## config.mk

```make
export PLATFORM = sky130hd
export DESIGN_NAME = ysyx_23060229_mem_arbiter
export DESIGN_NICKNAME = d
export VERILOG_FILES = /design/src/rtl/ysyx_23060229_mem_arbiter_pkg.sv /design/src/rtl/ysyx_23060229_mem_arbiter_pick.sv /design/src/rtl/ysyx_23060229_mem_arbiter.sv
export SDC_FILE = /design/constraint.sdc
export NUM_CORES = 1
export LEC_CHECK = 0
export CAP_MARGIN = 20
export CELL_PAD_IN_SITES_DETAIL_PLACEMENT = 0
export CELL_PAD_IN_SITES_GLOBAL_PLACEMENT = 1
export CORE_AREA = 2 2 142 144
export CTS_BUF_LIST = sky130_fd_sc_hd__clkbuf_4 sky130_fd_sc_hd__clkbuf_8 sky130_fd_sc_hd__clkbuf_16
export DETAILED_ROUTE_END_ITERATION = 16
export DIE_AREA = 0 0 144 146
export PLACE_DENSITY_LB_ADDON = 0.1
export SKIP_CTS_REPAIR_TIMING = 1
export SYNTH_ARGS = -nofsm -noshare
export SYNTH_HDL_FRONTEND = slang
export SYNTH_SLANG_ARGS = --single-unit
```

## constraint.sdc

```tcl
create_clock -name clk -period 2.1 [get_ports clk]
set_input_delay 0.315 -clock clk [delete_from_list [all_inputs] [get_ports clk]]
set_output_delay 0.315 -clock clk [all_outputs]
set_load 0.1 [all_outputs]
```

## src/rtl/ysyx_23060229_mem_arbiter_pkg.sv

```systemverilog
// -----------------------------------------------------------------------------
// ysyx_23060229_mem_arbiter_pkg
// Purpose : shared encodings and defaults for the IFU/LSU memory arbiter.
//           - arbiter FSM state encoding (2-bit)
//           - requester / owner encoding (IFU=0, LSU=1), which is also the bit
//             position of that requester in the picker's one-hot grant
//           - default watchdog limit and counter width
// Ports   : none (package)
// -----------------------------------------------------------------------------
package ysyx_23060229_mem_arbiter_pkg;

    typedef enum logic [1:0] {
        ARB_IDLE = 2'd0,
        ARB_REQ  = 2'd1,
        ARB_WAIT = 2'd2
    } arb_state_e;

    typedef enum logic {
        OWNER_IFU = 1'b0,
        OWNER_LSU = 1'b1
    } owner_e;

    localparam int unsigned DEFAULT_TIMEOUT_CYCLES = 32'd255;
    localparam int unsigned DEFAULT_CNT_W          = 32'd16;

endpackage : ysyx_23060229_mem_arbiter_pkg

```

## src/rtl/ysyx_23060229_mem_arbiter_pick.sv

```systemverilog
// -----------------------------------------------------------------------------
// ysyx_23060229_arb_pick
// Purpose : combinational two-way picker between IFU and LSU requests.
//           Returns a one-hot grant indexed by owner encoding
//           (bit 0 = IFU, bit 1 = LSU), or 0 when nobody requests.
// Config  : YSYX_23060229_ARB_RR_EN
//           defined   -> round-robin: on a tie the requester that was NOT
//                        served last wins (last_owner_i selects)
//           undefined -> fixed priority, LSU beats IFU; no last_owner_i port
// Ports   : ifu_valid_i   IFU request valid
//           lsu_valid_i   LSU request valid
//           last_owner_i  owner of the previous grant (round-robin build only)
//           grant_o[1:0]  one-hot grant
// -----------------------------------------------------------------------------
module ysyx_23060229_arb_pick
    import ysyx_23060229_mem_arbiter_pkg::*;
(
    input  logic       ifu_valid_i,
    input  logic       lsu_valid_i,
`ifdef YSYX_23060229_ARB_RR_EN
    input  logic       last_owner_i,
`endif
    output logic [1:0] grant_o
);

    // Winner selection; only a simultaneous request needs the tie-break.
    always_comb begin
        grant_o = 2'b00;
        if (ifu_valid_i && lsu_valid_i) begin
`ifdef YSYX_23060229_ARB_RR_EN
            if (last_owner_i == OWNER_IFU) begin
                grant_o = 2'b10;
            end else begin
                grant_o = 2'b01;
            end
`else
            grant_o = 2'b10;
`endif
        end else if (lsu_valid_i) begin
            grant_o = 2'b10;
        end else if (ifu_valid_i) begin
            grant_o = 2'b01;
        end else begin
            grant_o = 2'b00;
        end
    end

endmodule : ysyx_23060229_arb_pick

```

## src/rtl/ysyx_23060229_mem_arbiter.sv

```systemverilog
// -----------------------------------------------------------------------------
// ysyx_23060229_mem_arbiter
// Purpose : shares the single memory port between instruction fetch (IFU,
//           read-only) and load/store (LSU). One transaction outstanding at a
//           time: IDLE grants, REQ presents the latched request to memory,
//           WAIT forwards the response to the owner. A watchdog turns a hung
//           access into a one-cycle error response.
// Config  : YSYX_23060229_ARB_RR_EN -- round-robin tie-break with a last_owner
//           register; undefined gives fixed LSU-over-IFU priority.
// Params  : TIMEOUT_CYCLES  cycles from grant to forced error (1..65535)
//           CNT_W           watchdog counter width
// Ports   : clk, rst                      clock, synchronous active-high reset
//           ifu_req_* / ifu_addr_i        fetch request channel
//           ifu_resp_* / ifu_rdata_o      fetch response (no back-pressure)
//           lsu_req_* / lsu_addr_i,
//           lsu_wen_i, lsu_wdata_i,
//           lsu_wmask_i                   load/store request channel
//           lsu_resp_* / lsu_rdata_o      load/store response (no back-pressure)
//           mem_req_* / mem_addr_o,
//           mem_wen_o, mem_wdata_o,
//           mem_wmask_o                   latched request toward memory
//           mem_resp_valid_i, mem_rdata_i memory response
// -----------------------------------------------------------------------------
module ysyx_23060229_mem_arbiter
    import ysyx_23060229_mem_arbiter_pkg::*;
#(
    parameter int unsigned TIMEOUT_CYCLES = DEFAULT_TIMEOUT_CYCLES,
    parameter int unsigned CNT_W          = DEFAULT_CNT_W
) (
    input  logic        clk,
    input  logic        rst,

    input  logic        ifu_req_valid_i,
    output logic        ifu_req_ready_o,
    input  logic [31:0] ifu_addr_i,
    output logic        ifu_resp_valid_o,
    output logic [31:0] ifu_rdata_o,
    output logic        ifu_resp_err_o,

    input  logic        lsu_req_valid_i,
    output logic        lsu_req_ready_o,
    input  logic [31:0] lsu_addr_i,
    input  logic        lsu_wen_i,
    input  logic [31:0] lsu_wdata_i,
    input  logic [7:0]  lsu_wmask_i,
    output logic        lsu_resp_valid_o,
    output logic [31:0] lsu_rdata_o,
    output logic        lsu_resp_err_o,

    output logic        mem_req_valid_o,
    input  logic        mem_req_ready_i,
    output logic [31:0] mem_addr_o,
    output logic        mem_wen_o,
    output logic [31:0] mem_wdata_o,
    output logic [7:0]  mem_wmask_o,
    input  logic        mem_resp_valid_i,
    input  logic [31:0] mem_rdata_i
);

    localparam logic [CNT_W-1:0] TIMEOUT_C = CNT_W'(TIMEOUT_CYCLES);

    arb_state_e        state_q, state_d;
    owner_e            owner_q, owner_d;
    logic [31:0]       addr_q,  addr_d;
    logic              wen_q,   wen_d;
    logic [31:0]       wdata_q, wdata_d;
    logic [7:0]        wmask_q, wmask_d;
    logic [CNT_W-1:0]  cnt_q,   cnt_d;
`ifdef YSYX_23060229_ARB_RR_EN
    owner_e            last_owner_q, last_owner_d;
`endif

    logic [1:0]        grant_s;
    logic              idle_s;
    logic              busy_s;
    logic              ifu_ready_s;
    logic              lsu_ready_s;
    logic [CNT_W-1:0]  cnt_inc_s;
    logic              real_resp_s;
    logic              timeout_s;
    logic              resp_s;

    ysyx_23060229_arb_pick u_pick (
        .ifu_valid_i  (ifu_req_valid_i),
        .lsu_valid_i  (lsu_req_valid_i),
`ifdef YSYX_23060229_ARB_RR_EN
        .last_owner_i (last_owner_q),
`endif
        .grant_o      (grant_s)
    );

    // A cycle with rst high is already an abort: no grant and no response.
    assign idle_s      = (state_q == ARB_IDLE) && !rst;
    assign busy_s      = (state_q == ARB_REQ) || (state_q == ARB_WAIT);
    assign ifu_ready_s = idle_s && grant_s[0];
    assign lsu_ready_s = idle_s && grant_s[1];

    // The compare uses the incremented count so the error lands exactly
    // TIMEOUT_CYCLES cycles after the grant (count is 0 in the first REQ cycle).
    assign cnt_inc_s   = cnt_q + CNT_W'(1);
    assign real_resp_s = (state_q == ARB_WAIT) && mem_resp_valid_i && !rst;
    // A real response in the same cycle beats the watchdog.
    assign timeout_s   = busy_s && (cnt_inc_s >= TIMEOUT_C) && !real_resp_s && !rst;
    assign resp_s      = real_resp_s || timeout_s;

    assign ifu_req_ready_o  = ifu_ready_s;
    assign lsu_req_ready_o  = lsu_ready_s;

    assign ifu_resp_valid_o = resp_s && (owner_q == OWNER_IFU);
    assign ifu_resp_err_o   = timeout_s && (owner_q == OWNER_IFU);
    assign ifu_rdata_o      = (real_resp_s && (owner_q == OWNER_IFU)) ? mem_rdata_i : 32'h0;

    assign lsu_resp_valid_o = resp_s && (owner_q == OWNER_LSU);
    assign lsu_resp_err_o   = timeout_s && (owner_q == OWNER_LSU);
    assign lsu_rdata_o      = (real_resp_s && (owner_q == OWNER_LSU)) ? mem_rdata_i : 32'h0;

    // The request drops in the cycle the watchdog fires so memory never
    // accepts an access that has already been answered with an error.
    assign mem_req_valid_o  = (state_q == ARB_REQ) && !timeout_s && !rst;
    assign mem_addr_o       = addr_q;
    assign mem_wen_o        = wen_q;
    assign mem_wdata_o      = wdata_q;
    assign mem_wmask_o      = wmask_q;

    // Next-state logic: grant/latch in IDLE, watchdog counting while busy.
    always_comb begin
        state_d = state_q;
        owner_d = owner_q;
        addr_d  = addr_q;
        wen_d   = wen_q;
        wdata_d = wdata_q;
        wmask_d = wmask_q;
        cnt_d   = cnt_q;
`ifdef YSYX_23060229_ARB_RR_EN
        last_owner_d = last_owner_q;
`endif
        case (state_q)
            ARB_IDLE: begin
                if (lsu_ready_s) begin
                    owner_d = OWNER_LSU;
                    addr_d  = lsu_addr_i;
                    wen_d   = lsu_wen_i;
                    wdata_d = lsu_wdata_i;
                    wmask_d = lsu_wmask_i;
                    cnt_d   = {CNT_W{1'b0}};
                    state_d = ARB_REQ;
`ifdef YSYX_23060229_ARB_RR_EN
                    last_owner_d = OWNER_LSU;
`endif
                end else if (ifu_ready_s) begin
                    // Fetches never write: side-band fields are forced to zero.
                    owner_d = OWNER_IFU;
                    addr_d  = ifu_addr_i;
                    wen_d   = 1'b0;
                    wdata_d = 32'h0;
                    wmask_d = 8'h00;
                    cnt_d   = {CNT_W{1'b0}};
                    state_d = ARB_REQ;
`ifdef YSYX_23060229_ARB_RR_EN
                    last_owner_d = OWNER_IFU;
`endif
                end else begin
                    state_d = ARB_IDLE;
                end
            end
            ARB_REQ: begin
                cnt_d = (cnt_q >= TIMEOUT_C) ? TIMEOUT_C : cnt_inc_s;
                if (timeout_s) begin
                    state_d = ARB_IDLE;
                end else if (mem_req_ready_i) begin
                    state_d = ARB_WAIT;
                end else begin
                    state_d = ARB_REQ;
                end
            end
            ARB_WAIT: begin
                cnt_d = (cnt_q >= TIMEOUT_C) ? TIMEOUT_C : cnt_inc_s;
                if (resp_s) begin
                    state_d = ARB_IDLE;
                end else begin
                    state_d = ARB_WAIT;
                end
            end
            default: begin
                state_d = ARB_IDLE;
            end
        endcase
    end

    // State, owner, latched request and watchdog registers.
    always_ff @(posedge clk) begin
        if (rst) begin
            state_q <= ARB_IDLE;
            owner_q <= OWNER_IFU;
            addr_q  <= 32'h0;
            wen_q   <= 1'b0;
            wdata_q <= 32'h0;
            wmask_q <= 8'h00;
            cnt_q   <= {CNT_W{1'b0}};
`ifdef YSYX_23060229_ARB_RR_EN
            last_owner_q <= OWNER_IFU;
`endif
        end else begin
            state_q <= state_d;
            owner_q <= owner_d;
            addr_q  <= addr_d;
            wen_q   <= wen_d;
            wdata_q <= wdata_d;
            wmask_q <= wmask_d;
            cnt_q   <= cnt_d;
`ifdef YSYX_23060229_ARB_RR_EN
            last_owner_q <= last_owner_d;
`endif
        end
    end

endmodule : ysyx_23060229_mem_arbiter

```

==> impl_metrics.env, run 1 <==
export IMPL_clk_pin_slew_ns=0.07
export IMPL_crit_path_start_kind="flop"
export IMPL_die_area_mm2=0.0210
export IMPL_fin_crit_sh_pct=129
export IMPL_power_leakage_nw=3.73
export IMPL_drive_gt1_share_pct=40.5
export IMPL_nets=994
export IMPL_hpwlAfterDp_um=14600
export IMPL_track_usage_pct=17.4
export IMPL_share_comb_of_total_power_pct=36.0
export IMPL_p_sw_w=0.00219
export IMPL_grt_pass1_vias=4817
export IMPL_drc=0
export IMPL_violations="setup timing"
export IMPL_synth_edf_count=0
export IMPL_hold_viol=0
export IMPL_worst_pin_slew_ns=0.489
export IMPL_synth_top_family_by_area="simple AND/OR/NAND/NOR gates"
export IMPL_pin_count=287
export IMPL_wirelength_um=19400
export IMPL_cts_sinks=92
export IMPL_swShare_pct=38.3
export IMPL_rsz0062_at_grt="true"
export IMPL_register_area_mm2=0.00186
export IMPL_rows=51
export IMPL_path_cells="nand4_1 > buf_6 > nor4_4 > nand4_1 > a32oi_2 > a21oi_4 > buf_6 > nor3b_4 > buf_12"
export IMPL_seqPwrFrac_pct=34.0
export IMPL_power_density_mw_per_mm2=622
export IMPL_p_clk_share_pct=30.0
export IMPL_synthCells=532
export IMPL_maxCapViolations=0
export IMPL_slowest_delay_ns=0.36
export IMPL_synth_top_area_share_pct=43.3
export IMPL_irDropWorstVdd_v=0.000382
export IMPL_viasPerCell=4.52
export IMPL_synthMuxAreaShare_pct=0.236
export IMPL_insertion_delay_ns=0.35
export IMPL_clock_path_buffers=2
export IMPL_portBuffers=286
export IMPL_hold_path_class="input pin to flop"
export IMPL_ys_warn_count=0
export IMPL_hold_ws_ns=0.435
export IMPL_synth_top_area_cell="dfxtp_1"
export IMPL_fmax_ghz=0.369
export IMPL_p_int_w=0.00352
export IMPL_die_w_um=144
export IMPL_synth_compound_area_share_pct=19.2
export IMPL_overflow=0
export IMPL_htree_levels=3
export IMPL_wl_per_cell_um=17.4
export IMPL_synth_xor_area_share_pct=0.824
export IMPL_ys_seq_area_share_pct=43.3
export IMPL_grt_max_degree=47
export IMPL_setup_ws_ns=-0.611
export IMPL_finalCriticalPeriod_ns=2.71
export IMPL_ys_async_sr_fraction_pct=0
export IMPL_postRouteAntennaNets=0
export IMPL_required_ns=1.78
export IMPL_cts_buffers=9
export IMPL_slowest_stage="dfxtp_2"
export IMPL_grt_pass1_wl_um=28100
export IMPL_ys_ff_latch=92
export IMPL_cts_tree="built"
export IMPL_finalClockSkew_ns=0.0131
export IMPL_die_h_um=146
export IMPL_num_fill_cells=1838
export IMPL_place_ws_ns=-0.387
export IMPL_vias=5044
export IMPL_gp_congestion=0.816
export IMPL_multi_input_area_mm2=0.00265
export IMPL_synth_adder_area_share_pct=1.77
export IMPL_setup_viol=66
export IMPL_clk_root_buffer_cell="clkbuf_16"
export IMPL_antenna_found_initial=1
export IMPL_arrival_ns=2.40
export IMPL_maxSlewHeadroom_pct=66.9
export IMPL_core_mm2=0.0193
export IMPL_syn_nets=681
export IMPL_synthTopCellsByArea="dfxtp_1, and2_1, a22oi_1"
export IMPL_syn_area_per_cell_um2=7.99
export IMPL_synth_ff_type="dfxtp_1"
export IMPL_netlist_area_mm2=0.00425
export IMPL_syn2layout_area_growth_pct=116
export IMPL_finalMaxSlewViolations=0
export IMPL_status="finished with violations"
export IMPL_crit_path_max_fanout=3
export IMPL_synthSimpleGateAreaFrac_pct=30.2
export IMPL_drtPass1Iterations=4
export IMPL_synth_distinct_cells=42
export IMPL_crit_path_end_kind="output port"
export IMPL_crit_type="flop to output port"
export IMPL_initial_utilization_pct=22.0
export IMPL_drt_first_iter_violations=192
## power groups by stage
stage	Sequential [W]	Combinational (W)	Clock, W
2_1_floorplan	0.00278	0.000487	0
3_3_place_gp	0.00197	0.00199	0
3_5_place_dp	0.00198	0.00200	0
4_1_cts	0.00194	0.00201	0.00179
5_1_grt	0.00195	0.00216	0.00186
6_report	0.00194	0.00205	0.00171
## critical path, delay by kind of cell, from the launching register on
kind | cells | cell delay, ns
AND/OR/NAND/NOR | 4 | 0.77
buffers and inverters | 3 | 0.48
AO/OA/AOI/OAI | 2 | 0.43
flip-flops | 1 | 0.36
## kinds of logic (layout without fill, tap and decap cells)
| logic type | count (synthesis) | in the layout |
|---|---|---|
| AOI/OAI and AO/OA | 109 | 109 |
| xor gates and xnor gates | 4 | 4 |
| adders and majority gates | 6 | 6 |
| buffers and inverters | 50 | 367 |
| DFF | 92 | 92 |
| muxes | 1 | 1 |
| other | 0 | 1 |
| and+or+nand+nor | 270 | 270 |
## placed cells by master, fill, tap and decap left out, types with 2 or more instances in the layout
master	synthesis	layout
o21ai_2	0	3
inv_2	0	2
buf_12	0	78
and2_2	0	29
a22oi_1	43	43
ha_1	6	3
clkdlybuf4s50_1	0	141
a21oi_1	13	4
and2_1	74	11
buf_6	0	6
dfxtp_2	0	13
a21oi_2	0	8
nor4_4	0	2
o21ai_1	2	2
clkbuf_16	0	12
xnor2_1	3	3
nor3_2	0	2
clkbuf_8	0	2
a31oi_1	3	2
nand4_1	4	4
a21o_4	0	2
a311oi_1	32	32
dfxtp_1	92	78
nor2_1	82	81
buf_4	0	114
ha_4	0	2
nor3_4	0	2
inv_6	0	2
inv_1	9	7
and2_4	0	34
nand3_1	7	2
nand3_2	0	4
nand2_2	0	3
nand2_1	79	75
nor3_1	7	3
## flip-flops by register name (all words and copies together) (netlist names)
| register | cells |
|---|---|
| cnt_q | 16 |
| mem_addr_o | 32 |
| mem_wdata_o | 32 |
| mem_wen_o | 1 |
| mem_wmask_o | 8 |
| owner_q | 1 |
| state_q | 2 |
## worst paths after layout
kind,from,to,slack (ns),cells past startpoint
min,rst,owner_q,0.44,3
max reg2reg,cnt_q[10],cnt_q[2],-0.13,9
max,cnt_q[1],mem_req_valid_o,-0.61,9
min reg2reg,mem_addr_o[9],mem_addr_o[9],0.50,2
## cell usage after synthesis, drive strengths merged (6+ instances only)
master / instances
and2: 74
ha: 6
nor2: 82
inv: 9
nand3: 7
buf: 7
nand2: 79
a21oi: 13
clkbuf: 34
dfxtp: 92
o21ai: 6
a311oi: 32
nor3: 7
a22oi: 43
## final cells by class
class	count	share of cell area, %
clock buffer	11	2.76
tap	265	3.62
sequential	92	20.3
inverter	9	0.368
clock inverter	4	0.600
antenna	1	0.0273
multi-input combinational	390	28.9
timing repair buffer	343	43.5
## per-stage QoR
step                      utilization [%]  instance area (µm²)  cells  total power, W  setup TNS [ns]
after floorplan                         -                 4400    532         0.00327           -1.12
after global placement               43.2                 8340   1084         0.00396           -2.38
after detailed placement             43.2                 8340   1084         0.00398           -2.58
after CTS                            44.7                 8650   1099         0.00574          -14.55
after global routing                 47.4                 9170   1115         0.00597          -12.74
final                                47.4                 9170   1115         0.00570           -5.70
## per-layer routing
metal / vias up / part of all wire, % / GRT usage [%]
met5: - / 0 / 0
met4: 0 / 1.1 / 3.92
met3: 10 / 9.0 / 6.38
met2: 221 / 52 / 30.3
met1: 2346 / 38 / 20.1
li1: 2467 / - / -
Note: power is estimated with default switching activity, not from simulation.
==> run 2: changes to the inputs <==
--- a/config.mk
+++ b/config.mk
@@ -9,8 +9,8 @@
 export CELL_PAD_IN_SITES_DETAIL_PLACEMENT = 0
 export CELL_PAD_IN_SITES_GLOBAL_PLACEMENT = 1
-export CORE_AREA = 2 2 142 144
+export CORE_AREA = 2 2 136 151
 export CTS_BUF_LIST = sky130_fd_sc_hd__clkbuf_4 sky130_fd_sc_hd__clkbuf_8 sky130_fd_sc_hd__clkbuf_16
 export DETAILED_ROUTE_END_ITERATION = 16
-export DIE_AREA = 0 0 144 146
+export DIE_AREA = 0 0 138 153
 export PLACE_DENSITY_LB_ADDON = 0.1
 export SKIP_CTS_REPAIR_TIMING = 1
==> constraint.sdc (replaced) <==
create_clock -name clk -period 2.1 [get_ports clk]
set_input_delay 0.315 -clock clk [delete_from_list [all_inputs] [get_ports clk]]
set_output_delay 0.315 -clock clk [all_outputs]
set_load 0.01 [all_outputs]
==> impl_metrics.env, run 2 (same netlist as run 1, synthesis figures left out) <==
export IMPL_wirelength_um=17900
export IMPL_final_common_cell="clkdlybuf4s50_1"
export IMPL_finalPower_w=0.00491
export IMPL_mostFrequentLayoutCells="clkdlybuf4s50_1, dfxtp_1, nor2_1"
export IMPL_wl_per_cell_um=16.1
export IMPL_p_sw_w=0.00129
export IMPL_crit_path_end_kind="output port"
export IMPL_p_int_w=0.00362
export IMPL_finalSetupTns_ns=-5.69
export IMPL_drt_first_iter_violations=174
export IMPL_core_mm2=0.0196
export IMPL_drtPass1Iterations=4
export IMPL_fmax_ghz=0.371
export IMPL_utilization_pct=43.8
export IMPL_nets=1011
export IMPL_diodes=0
export IMPL_clk_pin_slew_ns=0.07
export IMPL_slowest_stage="dfxtp_4"
export IMPL_viasPerCell=4.57
export IMPL_hold_path_class="input pin to flop"
export IMPL_power_density_mw_per_mm2=573
export IMPL_hold_viol=0
export IMPL_cts_tree="built"
export IMPL_cts_sinks=92
export IMPL_grt_pass1_wl_um=26400
export IMPL_use_met2_pct=27.4
export IMPL_drc=0
export IMPL_share_comb_of_total_power_pct=24.2
export IMPL_post_route_cell_area_mm2=0.00858
export IMPL_irDropWorstVdd_v=0.000313
export IMPL_die_area_mm2=0.0211
export IMPL_insertion_delay_ns=0.34
export IMPL_antenna_found_initial=0
export IMPL_hpwlAfterDp_um=12300
export IMPL_die_w_um=138
export IMPL_seqPwrFrac_pct=39.4
export IMPL_syn2layout_area_growth_pct=102
export IMPL_arrival_ns=2.38
export IMPL_placed_cell_area_mm2=0.00767
export IMPL_rows=54
export IMPL_swShare_pct=26.2
export IMPL_setup_ws_ns=-0.594
export IMPL_maxCapViolations=0
export IMPL_violations="setup timing"
export IMPL_status="finished with violations"
export IMPL_pin_count=287
export IMPL_htree_levels=3
export IMPL_setup_viol=40
export IMPL_grt_pass1_vias=5111
export IMPL_fin_crit_sh_pct=128
export IMPL_cp_common_cell="nand4_1"
export IMPL_drive_gt1_share_pct=24.0
export IMPL_finalClockSkew_ns=0.00680
export IMPL_vias=5106
export IMPL_finalCriticalPeriod_ns=2.69
export IMPL_overflow=0
export IMPL_clock_path_buffers=2
export IMPL_rsz0062_at_grt="true"
export IMPL_grtUsageMet3_pct=6.17
export IMPL_crit_path_max_fanout=3
export IMPL_die_h_um=153
export IMPL_grt_busiest_layer="met2"
export IMPL_required_ns=1.78
export IMPL_clk_root_buffer_cell="clkbuf_16"
export IMPL_p_clk_share_pct=36.4
export IMPL_grt_util_met1_pct=16.5
export IMPL_initial_utilization_pct=21.7
export IMPL_finalMaxSlewViolations=0
export IMPL_worst_pin_slew_ns=0.771
export IMPL_track_usage_pct=15.4
export IMPL_cts_buffers=9
export IMPL_maxSlewHeadroom_pct=48.6
export IMPL_portBuffers=286
export IMPL_power_leakage_nw=3.77
export IMPL_postRouteAntennaNets=0
export IMPL_path_cells="nand4_1 > nor4_2 > buf_4 > nand4_1 > a32oi_2 > a21oi_4 > buf_6 > nor3b_2 > buf_2"
export IMPL_slowest_delay_ns=0.36
export IMPL_grt_max_degree=74
export IMPL_crit_type="flop to output port"
export IMPL_gp_congestion=0.867
export IMPL_crit_path_start_kind="flop"
run 2: worst paths after layout:
kind / from / to / slack [ns] / cells after the start
worst max-delay path: cnt_q[11] / mem_req_valid_o / -0.59 / 9
worst min register to register: mem_addr_o[27] / mem_addr_o[27] / 0.50 / 2
worst min-delay path: rst / state_q[1] / 0.41 / 3
worst max register to register: cnt_q[11] / cnt_q[2] / -0.12 / 9
run 2: power groups by stage:
stage | Combinational, W | Sequential (W) | Clock (W)
finish | 0.00119 | 0.00194 | 0.00179
global route | 0.00130 | 0.00195 | 0.00193
CTS | 0.00117 | 0.00194 | 0.00186
detailed placement | 0.00116 | 0.00197 | 0
global placement | 0.00115 | 0.00197 | 0
floorplan | 0.000403 | 0.00202 | 0
run 2: cell type report:
cell class	count	area, µm²
clock inverter	4	72.6
fill	1940	11000
timing repair buffer	360	3580
clock buffer	11	253
multi-input combinational	390	2460
sequential	92	1860
tap	252	315
inverter	9	33.8
run 2: through the flow:
stage                     hold WS [ns]  setup slack, ns  std cells
after global routing             0.411           -0.706       1118
after CTS                        0.374            -1.17       1088
after detailed placement         0.486           -0.808       1073
after floorplan                  0.461           0.0314        532
after global placement           0.478           -0.633       1073
final                            0.406           -0.594       1118
run 2: per-layer routing:
metal | vias up | wire length [µm]
li1 | 2496 | -
met1 | 2343 | 6840
met2 | 236 | 9080
met3 | 31 | 1560
met4 | 0 | 464
met5 | - | 0
run 2: worst max-delay path, delay by kind of cell, from the launching register on:
| kind | cells | cell delay, ns |
|---|---|---|
| buffers and inverters | 3 | 0.45 |
| AND/OR/NAND/NOR | 4 | 0.86 |
| flip-flops | 1 | 0.36 |
| AO/OA/AOI/OAI | 2 | 0.38 |
==> run 3: changes to the inputs <==
Settings changed: GPL_TIMING_DRIVEN set to 0.
==> impl_metrics.env, run 3 (same netlist as run 1, synthesis figures left out) <==
export IMPL_share_comb_of_total_power_pct=25.2
export IMPL_crit_type="flop to output port"
export IMPL_initial_utilization_pct=21.7
export IMPL_mostFrequentLayoutCells="clkdlybuf4s50_1, dfxtp_1, nor2_1"
export IMPL_syn2layout_area_growth_pct=95.8
export IMPL_track_usage_pct=16.0
export IMPL_grtUsageMet3_pct=4.79
export IMPL_crit_path_end_kind="output port"
export IMPL_wl_per_cell_um=16.6
export IMPL_finalMaxSlewViolations=0
export IMPL_num_fill_cells=1957
export IMPL_grt_pass1_vias=4969
export IMPL_r2r_start="cnt_q[8]"
export IMPL_die_w_um=138
export IMPL_place_ws_ns=-0.984
export IMPL_diodes=0
export IMPL_die_area_mm2=0.0211
export IMPL_drc=0
export IMPL_power_density_mw_per_mm2=582
export IMPL_seqPwrFrac_pct=40.1
export IMPL_setup_viol=42
export IMPL_grt_util_met1_pct=18.0
export IMPL_hold_path_startpoint="cnt_q[9]"
export IMPL_die_h_um=153
export IMPL_finalCriticalPeriod_ns=2.71
export IMPL_fmax_ghz=0.369
export IMPL_p_int_w=0.00346
export IMPL_htree_levels=3
export IMPL_rows=54
export IMPL_drive_gt1_share_pct=22.1
export IMPL_pin_count=287
export IMPL_cts_tree="built"
export IMPL_crit_path_max_fanout=4
export IMPL_grt_busiest_layer="met2"
export IMPL_insertion_delay_ns=0.35
export IMPL_drt_first_iter_violations=263
export IMPL_maxSlewHeadroom_pct=53.7
export IMPL_gp_congestion=0.846
export IMPL_hpwlAfterDp_um=13800
export IMPL_maxCapViolations=0
export IMPL_vias=5135
export IMPL_post_route_cell_area_mm2=0.00832
export IMPL_utilization_pct=42.5
export IMPL_p_clk_share_pct=34.7
export IMPL_finalSetupTns_ns=-6.37
export IMPL_hold_viol=0
export IMPL_cts_sinks=92
export IMPL_postRouteAntennaNets=0
export IMPL_core_mm2=0.0196
export IMPL_portBuffers=285
export IMPL_arrival_ns=2.40
export IMPL_crit_path_start_kind="flop"
export IMPL_hold_ws_ns=0.490
export IMPL_worstSetupStartpoint="cnt_q[10]"
export IMPL_finalClockSkew_ns=0.00665
export IMPL_power_leakage_nw=3.56
export IMPL_nets=1013
export IMPL_use_met2_pct=27.9
export IMPL_hold_path_class="flop to flop"
export IMPL_clk_root_buffer_cell="clkbuf_16"
export IMPL_final_common_cell="clkdlybuf4s50_1"
export IMPL_irDropWorstVdd_v=0.000342
export IMPL_placed_cell_area_mm2=0.00742
export IMPL_p_sw_w=0.00138
export IMPL_status="finished with violations"
export IMPL_required_ns=1.78
export IMPL_setup_ws_ns=-0.613
export IMPL_worst_pin_slew_ns=0.695
export IMPL_drtPass1Iterations=6
export IMPL_clock_path_buffers=2
export IMPL_violations="setup timing"
export IMPL_antenna_found_initial=0
export IMPL_grt_max_degree=17
export IMPL_fin_crit_sh_pct=129
export IMPL_swShare_pct=28.5
export IMPL_cts_buffers=9
export IMPL_rsz0062_at_grt="true"
export IMPL_wirelength_um=18600
export IMPL_viasPerCell=4.58
export IMPL_grt_pass1_wl_um=27100
export IMPL_clk_pin_slew_ns=0.07
export IMPL_overflow=0
run 3: per-layer routing:
layer  part of all wire [%]  up-vias
met5                      0        -
met4                    3.6        0
met3                    7.6       29
met2                     49      238
met1                     40     2360
li1                       -     2508
run 3: final cells by class:
cell class	count	area, µm²	share of cell area (%)
Buffer	38	229	2.75
Clock buffer	9	225	2.71
Clock inverter	7	75.1	0.903
Inverter	9	33.8	0.406
Multi-Input combinational cell	390	2460	29.6
Sequential cell	92	1860	22.4
Tap cell	252	315	3.79
Timing Repair Buffer	324	3110	37.4
run 3: critical path, stage by stage (launching register included):
cell and delay (ns):
dfxtp_4 0.36, nand4_1 0.21, buf_4 0.22, nor4_4 0.26
xnor2_1 0.16, o311a_1 0.27, a21oi_4 0.08, buf_4 0.16
nor3b_4 0.18, buf_2 0.17
run 3: worst paths after layout:
check / to / slack (ns) / cells past startpoint
worst min-delay path: cnt_q[9] / 0.49 / 1
worst max-delay path: mem_req_valid_o / -0.61 / 9
worst min register to register: cnt_q[9] / 0.49 / 1
worst max register to register: cnt_q[4] / -0.12 / 6
run 3: per-stage QoR:
| stage | cells | total power [W] |
|---|---|---|
| after floorplan | 532 | 0.00242 |
| after global placement | 1069 | 0.00310 |
| after detailed placement | 1069 | 0.00311 |
| after CTS | 1085 | 0.00481 |
| after global routing | 1121 | 0.00507 |
| final | 1121 | 0.00484 |
run 3: power groups by stage:
stage               clock network, W  logic [W]  registers (W)
finish                       0.00168    0.00122        0.00194
CTS                          0.00173    0.00114        0.00194
floorplan                          0   0.000403        0.00202
global placement                   0    0.00112        0.00197
detailed placement                 0    0.00114        0.00198
global route                 0.00179    0.00133        0.00195
